### config.mk
export PLATFORM = sky130hd
export DESIGN_NAME = spi_slave_flat
export DESIGN_NICKNAME = d
export VERILOG_FILES = /design/src/rtl/spi_slave_pkg.sv /design/src/rtl/spi_slave_if.sv /design/src/rtl/spi_shift_reg.sv /design/src/rtl/spi_slave.sv /design/src/flat_wrapper.sv
export SDC_FILE = /design/constraint.sdc
export NUM_CORES = 1
export LEC_CHECK = 0
export CORE_ASPECT_RATIO = 1.4
export CORE_MARGIN = 3
export CORE_UTILIZATION = 54
export CTS_CLUSTER_SIZE = 40
export DETAILED_ROUTE_END_ITERATION = 10
export GPL_TIMING_DRIVEN = 0
export HOLD_SLACK_MARGIN = 0.1
export PLACE_DENSITY = 0.9
export SYNTH_ARGS = -nofsm -noshare
export SYNTH_HDL_FRONTEND = slang
export SYNTH_SLANG_ARGS = --single-unit
### constraint.sdc
create_clock -name sck -period 2.8 [get_ports sck]
set_input_delay 0.42 -clock sck [delete_from_list [all_inputs] [get_ports sck]]
set_output_delay 0.42 -clock sck [all_outputs]
set_load 0.03 [all_outputs]
### src/rtl/spi_slave_pkg.sv
`default_nettype none
// ============================================================================
//  Module   : spi_slave_pkg
//  Brief    : Shared constants and types for the SPI slave and its bus model.
//  Revision : 1.0
// ============================================================================
package spi_slave_pkg;

    localparam int unsigned SPI_WIDTH = 16;
    localparam int unsigned SPI_MODE  = 3;

    typedef enum logic {
        EDGE_RISE = 1'b0,
        EDGE_FALL = 1'b1
    } spi_edge_e;

    // Bits needed to count 0..n-1, never less than one.
    function automatic int unsigned cnt_width(input int unsigned n);
        return (n < 2) ? 1 : $clog2(n);
    endfunction

endpackage : spi_slave_pkg
`default_nettype wire

### src/rtl/spi_slave_if.sv
`default_nettype none
// ============================================================================
//  Module   : spi_slave_if
//  Brief    : Parallel/serial data bundle between SPI master pins and slave.
//  Revision : 1.0
// ============================================================================
interface spi_slave_if #(
    parameter int unsigned WIDTH = spi_slave_pkg::SPI_WIDTH
) ();

    logic             ten;
    logic [WIDTH-1:0] tdata;
    logic             mosi;
    logic             miso;
    logic             done;
    logic [WIDTH-1:0] rdata;

    modport slave (
        input  ten,
        input  tdata,
        input  mosi,
        output miso,
        output done,
        output rdata
    );

    modport master (
        output ten,
        output tdata,
        output mosi,
        input  miso,
        input  done,
        input  rdata
    );

endinterface : spi_slave_if
`default_nettype wire

### src/rtl/spi_shift_reg.sv
`default_nettype none
// ============================================================================
//  Module   : spi_shift_reg
//  Brief    : WIDTH-bit left shift register with parallel load, on a chosen
//             clock edge.
//  Revision : 1.0
// ============================================================================
module spi_shift_reg
    import spi_slave_pkg::*;
#(
    parameter int unsigned WIDTH = SPI_WIDTH,
    parameter spi_edge_e   EDGE  = EDGE_RISE
) (
    input  wire logic             clk,
    input  wire logic             rst,
    input  wire logic             i_load,
    input  wire logic [WIDTH-1:0] i_load_data,
    input  wire logic             i_shift_en,
    input  wire logic             i_shift_in,
    output logic      [WIDTH-1:0] o_q
);

    logic [WIDTH-1:0] r_q;
    logic [WIDTH-1:0] w_next;

    // Load takes priority over shift.
    always_comb begin
        w_next = r_q;
        if (i_load) begin
            w_next = i_load_data;
        end else if (i_shift_en) begin
            w_next = {r_q[WIDTH-2:0], i_shift_in};
        end
    end

    generate
        if (EDGE == EDGE_FALL) begin : g_fall
            always_ff @(negedge clk or posedge rst) begin
                if (rst) begin
                    r_q <= '0;
                end else begin
                    r_q <= w_next;
                end
            end
        end else begin : g_rise
            always_ff @(posedge clk or posedge rst) begin
                if (rst) begin
                    r_q <= '0;
                end else begin
                    r_q <= w_next;
                end
            end
        end
    endgenerate

    assign o_q = r_q;

endmodule : spi_shift_reg
`default_nettype wire

### src/rtl/spi_slave.sv
`default_nettype none
// ============================================================================
//  Module   : spi_slave
//  Brief    : Mode-3 MSB-first SPI slave clocked by sck; framing by bit count.
//  Revision : 1.0
// ============================================================================
module spi_slave
    import spi_slave_pkg::*;
#(
    parameter int unsigned WIDTH = SPI_WIDTH
) (
    input  wire logic       sck,
    input  wire logic       rstb,
    spi_slave_if.slave      bus
);

    localparam int unsigned     NBW  = cnt_width(WIDTH);
    localparam logic [NBW-1:0]  LAST = NBW'(WIDTH - 1);

    logic [NBW-1:0]   r_nbit;
    logic [WIDTH-1:0] r_rdata;
    logic             r_done;
    logic             r_miso;

    logic [WIDTH-1:0] w_rsr;
    logic [WIDTH-1:0] w_tsr;
    logic [WIDTH-1:0] w_tload;
    logic             w_frame_start;
    logic             w_unused_bits;

    assign w_frame_start = (r_nbit == '0);
    assign w_tload       = {bus.tdata[WIDTH-2:0], 1'b0};

    spi_shift_reg #(
        .WIDTH (WIDTH),
        .EDGE  (EDGE_RISE)
    ) u_rx_sr (
        .clk         (sck),
        .rst         (rstb),
        .i_load      (1'b0),
        .i_load_data ({WIDTH{1'b0}}),
        .i_shift_en  (1'b1),
        .i_shift_in  (bus.mosi),
        .o_q         (w_rsr)
    );

    // tdata is captured at frame start; its MSB goes straight to miso below.
    spi_shift_reg #(
        .WIDTH (WIDTH),
        .EDGE  (EDGE_FALL)
    ) u_tx_sr (
        .clk         (sck),
        .rst         (rstb),
        .i_load      (w_frame_start),
        .i_load_data (w_tload),
        .i_shift_en  (1'b1),
        .i_shift_in  (1'b0),
        .o_q         (w_tsr)
    );

    assign w_unused_bits = ^{w_rsr[WIDTH-1], w_tsr[WIDTH-2:0]};

    always_ff @(posedge sck or posedge rstb) begin
        if (rstb) begin
            r_nbit  <= '0;
            r_rdata <= '0;
            r_done  <= 1'b0;
        end else if (r_nbit == LAST) begin
            r_rdata <= {w_rsr[WIDTH-2:0], bus.mosi};
            r_done  <= 1'b1;
            r_nbit  <= '0;
        end else begin
            r_nbit  <= r_nbit + NBW'(1);
            r_done  <= 1'b0;
        end
    end

    // ten gates the output only; the transmit register keeps shifting.
    always_ff @(negedge sck or posedge rstb) begin
        if (rstb) begin
            r_miso <= 1'b0;
        end else if (w_frame_start) begin
            r_miso <= bus.ten & bus.tdata[WIDTH-1];
        end else begin
            r_miso <= bus.ten & w_tsr[WIDTH-1];
        end
    end

    assign bus.rdata = r_rdata;
    assign bus.done  = r_done;
    assign bus.miso  = r_miso;

endmodule : spi_slave
`default_nettype wire

### src/flat_wrapper.sv
// flat-port wrapper written by rule: the top's interface ports become plain ports
module spi_slave_flat import spi_slave_pkg::*;
#(
    parameter int unsigned WIDTH = SPI_WIDTH
)
  (sck, rstb, bus_ten, bus_tdata, bus_mosi, bus_miso, bus_done, bus_rdata);
  spi_slave_if #(.WIDTH(WIDTH)) bus_i ();
  input  wire logic sck;
  input  wire logic rstb;
  input wire logic [$bits(bus_i.ten)-1:0] bus_ten;
  input wire logic [$bits(bus_i.tdata)-1:0] bus_tdata;
  input wire logic [$bits(bus_i.mosi)-1:0] bus_mosi;
  output wire logic [$bits(bus_i.miso)-1:0] bus_miso;
  output wire logic [$bits(bus_i.done)-1:0] bus_done;
  output wire logic [$bits(bus_i.rdata)-1:0] bus_rdata;
  assign bus_i.ten = bus_ten;
  assign bus_i.tdata = bus_tdata;
  assign bus_i.mosi = bus_mosi;
  assign bus_miso = bus_i.miso;
  assign bus_done = bus_i.done;
  assign bus_rdata = bus_i.rdata;
  spi_slave #(.WIDTH(WIDTH)) u_core (.sck(sck), .rstb(rstb), .bus(bus_i));
endmodule
==> out/results.ini <==
[run_status]
status = finished, violations left
violations = negative setup slack

[setup_path]
endpoint_kind = register
critPathBufInv = 3
crit_required_ps = 1550
critical_path.max_fanout = 6
cp_top_family = flip-flops
startpoint_type = register
cp.arrival_ps = 1670
crit_slowest_cell = dfrtp_1
crit_chain = inv_2 -> ha_4 -> nor3b_4 -> buf_6 -> buf_8 -> mux2_4
critical_path_class = register to register
crit_path_max_incr_delay_ps = 410

[timing]
finalSetupViolCount = 16
rsz0062_at_grt = true
slew_viol_final = 0
clock_skew_ps = 10.2
worstMarginPinSlew_ps = 1020
tns_ps = -1560
relSlewSlack_pct = 31.7
worst_slack_ps = -126
hold_viol = 0

[yosys]
synth_cells = 103
synth_flop_cell = dfrtp_1
syn_area_um2 = 1880
synthDistinctLibCells = 18
syn_nets = 125
ys_seq_area_share_pct = 69.2
synth_edf_count = 0
yosys_register_bits = 52
syn_avg_cell_area_um2 = 18.3
synthArstFlopShare_pct = 100
synth_warnings = 0

[route]
drt-total-wl_um = 3270
vias = 978
drc = 0
wl_per_cell_um = 17.0
dr.pass1.iters = 4
drt_iter0_markers = 18
routed_via_density = 5.07
drt.antenna.violating_nets = 0

[job]
maxCapViolations = 0

[final_layout]
layout-drive-gt1-share_pct = 35.1
fin_nets = 175
instances_no_fill = 193
area_growth_pct = 33.3
antenna_cells = 0

[placed_design]
gp_congestion = 0.726
dp.cells = 179
port_buffers = 37
hpwlAfterDp_um = 2130

[clocking]
path_clk_slew_ps = 100
cts_max_level = 2
cts_tree = yes
insertion_delay_ps = 310
cts-root-buf = clkbuf_8
clockBufferDepth = 2
clock_sinks = 52
cts_made_buffers = 5

[global_route]
grt_max_degree = 53
gr-usage-met3_pct = 7.46
antenna_found_initial = 0
grt.overflow.total = 0
use_met2_pct = 28.8
track_usage_pct = 17.7
busiest_layer = met2
met1_usage_pct = 21.9
grt_pass1_wl_um = 5450
grt_pass1_vias = 1096

[min_path]
hp-class = register to register

[floorplan]
start_util_pct = 58.5
core-area_um2 = 3210
die_h_um = 75.8
die_area_um2 = 4240
core.rowCount = 24
die_w_um = 55.9
io_pins = 38

[pwr]
leakage_uw = 0.00114
powerDensity_nw_per_um2 = 538
ir_drop_mv = 0.569

==> stage by stage <==
stage / util, % / total power (uW) / instance area (um^2) / hold WS (ps) / worst slack (ps)
floorplan: - / 877 / 1880 / 350 / -165
global placement: 71.7 / 937 / 2300 / 362 / -269
detailed placement: 71.7 / 942 / 2300 / 365 / -325
CTS: 76.4 / 1360 / 2450 / 390 / -170
global route: 78.0 / 1410 / 2510 / 400 / -190
finish: 78.0 / 1350 / 2510 / 385 / -126
==> registers in the layout (all words and copies together), names as in the netlist <==
register and flops:
u_core.u_tx_sr.o_q 15, u_core.bus.rdata 16, u_core.bus.done 1, u_core.bus.miso 1, u_core.u_rx_sr.o_q 15, u_core.r_nbit 4
==> final cells by class <==
type | count | area (um^2)
Clock buffer | 5 | 68.8
Timing Repair Buffer | 43 | 443
Multi-Input combinational cell | 44 | 567
Inverter | 5 | 22.5
Clock inverter | 3 | 23.8
Tap cell | 39 | 48.8
Buffer | 2 | 31.3
Fill cell | 192 | 707
Sequential cell | 52 | 1300
==> cells in the mapped netlist, drive strengths merged, types with 2 or more instances <==
cell	number	area share, %
buf	2	1.7
dfrtn	16	21
dfrtp	36	48
ha	2	1.3
inv	5	1.0
mux2	30	21
nand2	3	0.60
==> placed cells by master, fill, tap and decap left out <==
cell type / netlist / final
and4b_1: 1 / 1
nand3_4: 1 / 1
clkinv_4: 0 / 1
buf_4: 0 / 2
and2_4: 0 / 1
nor2b_1: 1 / 1
buf_6: 1 / 3
mux2_2: 13 / 7
clkbuf_8: 0 / 5
dfrtp_1: 36 / 36
buf_12: 1 / 1
ha_1: 2 / 1
buf_8: 0 / 1
dfrtn_1: 16 / 16
nor2_1: 1 / 1
xor2_1: 1 / 1
clkinvlp_4: 0 / 3
buf_2: 0 / 1
mux2i_1: 1 / 1
a311o_1: 1 / 1
ha_4: 0 / 1
inv_1: 5 / 2
inv_2: 0 / 2
nor3b_4: 1 / 1
clkdlybuf4s50_1: 0 / 36
nand2_1: 3 / 3
clkbuf_16: 0 / 1
mux2_4: 17 / 23
==> kinds of logic (layout without fill, tap and decap cells) <==
group | count (synthesis) | after routing | share of synthesized area [%]
flops | 52 | 52 | 69.2
simple gates | 9 | 9 | 3.93
xor+xnor | 1 | 1 | 0.466
buf+inv | 7 | 58 | 2.66
fa+ha+maj | 2 | 2 | 1.33
compound gates | 1 | 1 | 0.532
mux | 31 | 31 | 21.9
==> layer usage <==
metal / up-vias / part of all wire [%]
met4: 0 / 1.4
met1: 493 / 43
li1: 445 / -
met3: 6 / 7.1
met2: 34 / 48
met5: - / 0
==> worst paths after layout <==
kind | startpoint | to | slack, ps | cells past startpoint
setup / recovery | u_core.r_nbit[0] | u_core.u_tx_sr.o_q[4] | -130 | 6
hold / removal | u_core.u_rx_sr.o_q[11] | u_core.u_rx_sr.o_q[12] | 380 | 0
setup reg to reg | u_core.r_nbit[0] | u_core.u_tx_sr.o_q[4] | -130 | 6
hold reg to reg | u_core.u_rx_sr.o_q[11] | u_core.u_rx_sr.o_q[12] | 380 | 0
max in group asynchronous | rstb | u_core.u_tx_sr.o_q[13] | 250 | 2
min in group asynchronous | rstb | u_core.bus.done | 690 | 2
==> repair_timing <==
item,4_1_cts,5_1_grt
cloned,0,1
buffers inserted,4,1
hold endpoints to repair,0,0
pin swaps,1,1
hold buffers,0,0
gates resized for setup,14,6
setup endpoints to repair,17,16
==> power breakdown <==
part           switching, uW  total (uW)  internal, uW
logic                   55.9         125          69.1
registers               16.6         803           787
clock network            242         419           177
total                    314        1350          1030
Note: power is estimated with default switching activity, not from simulation.
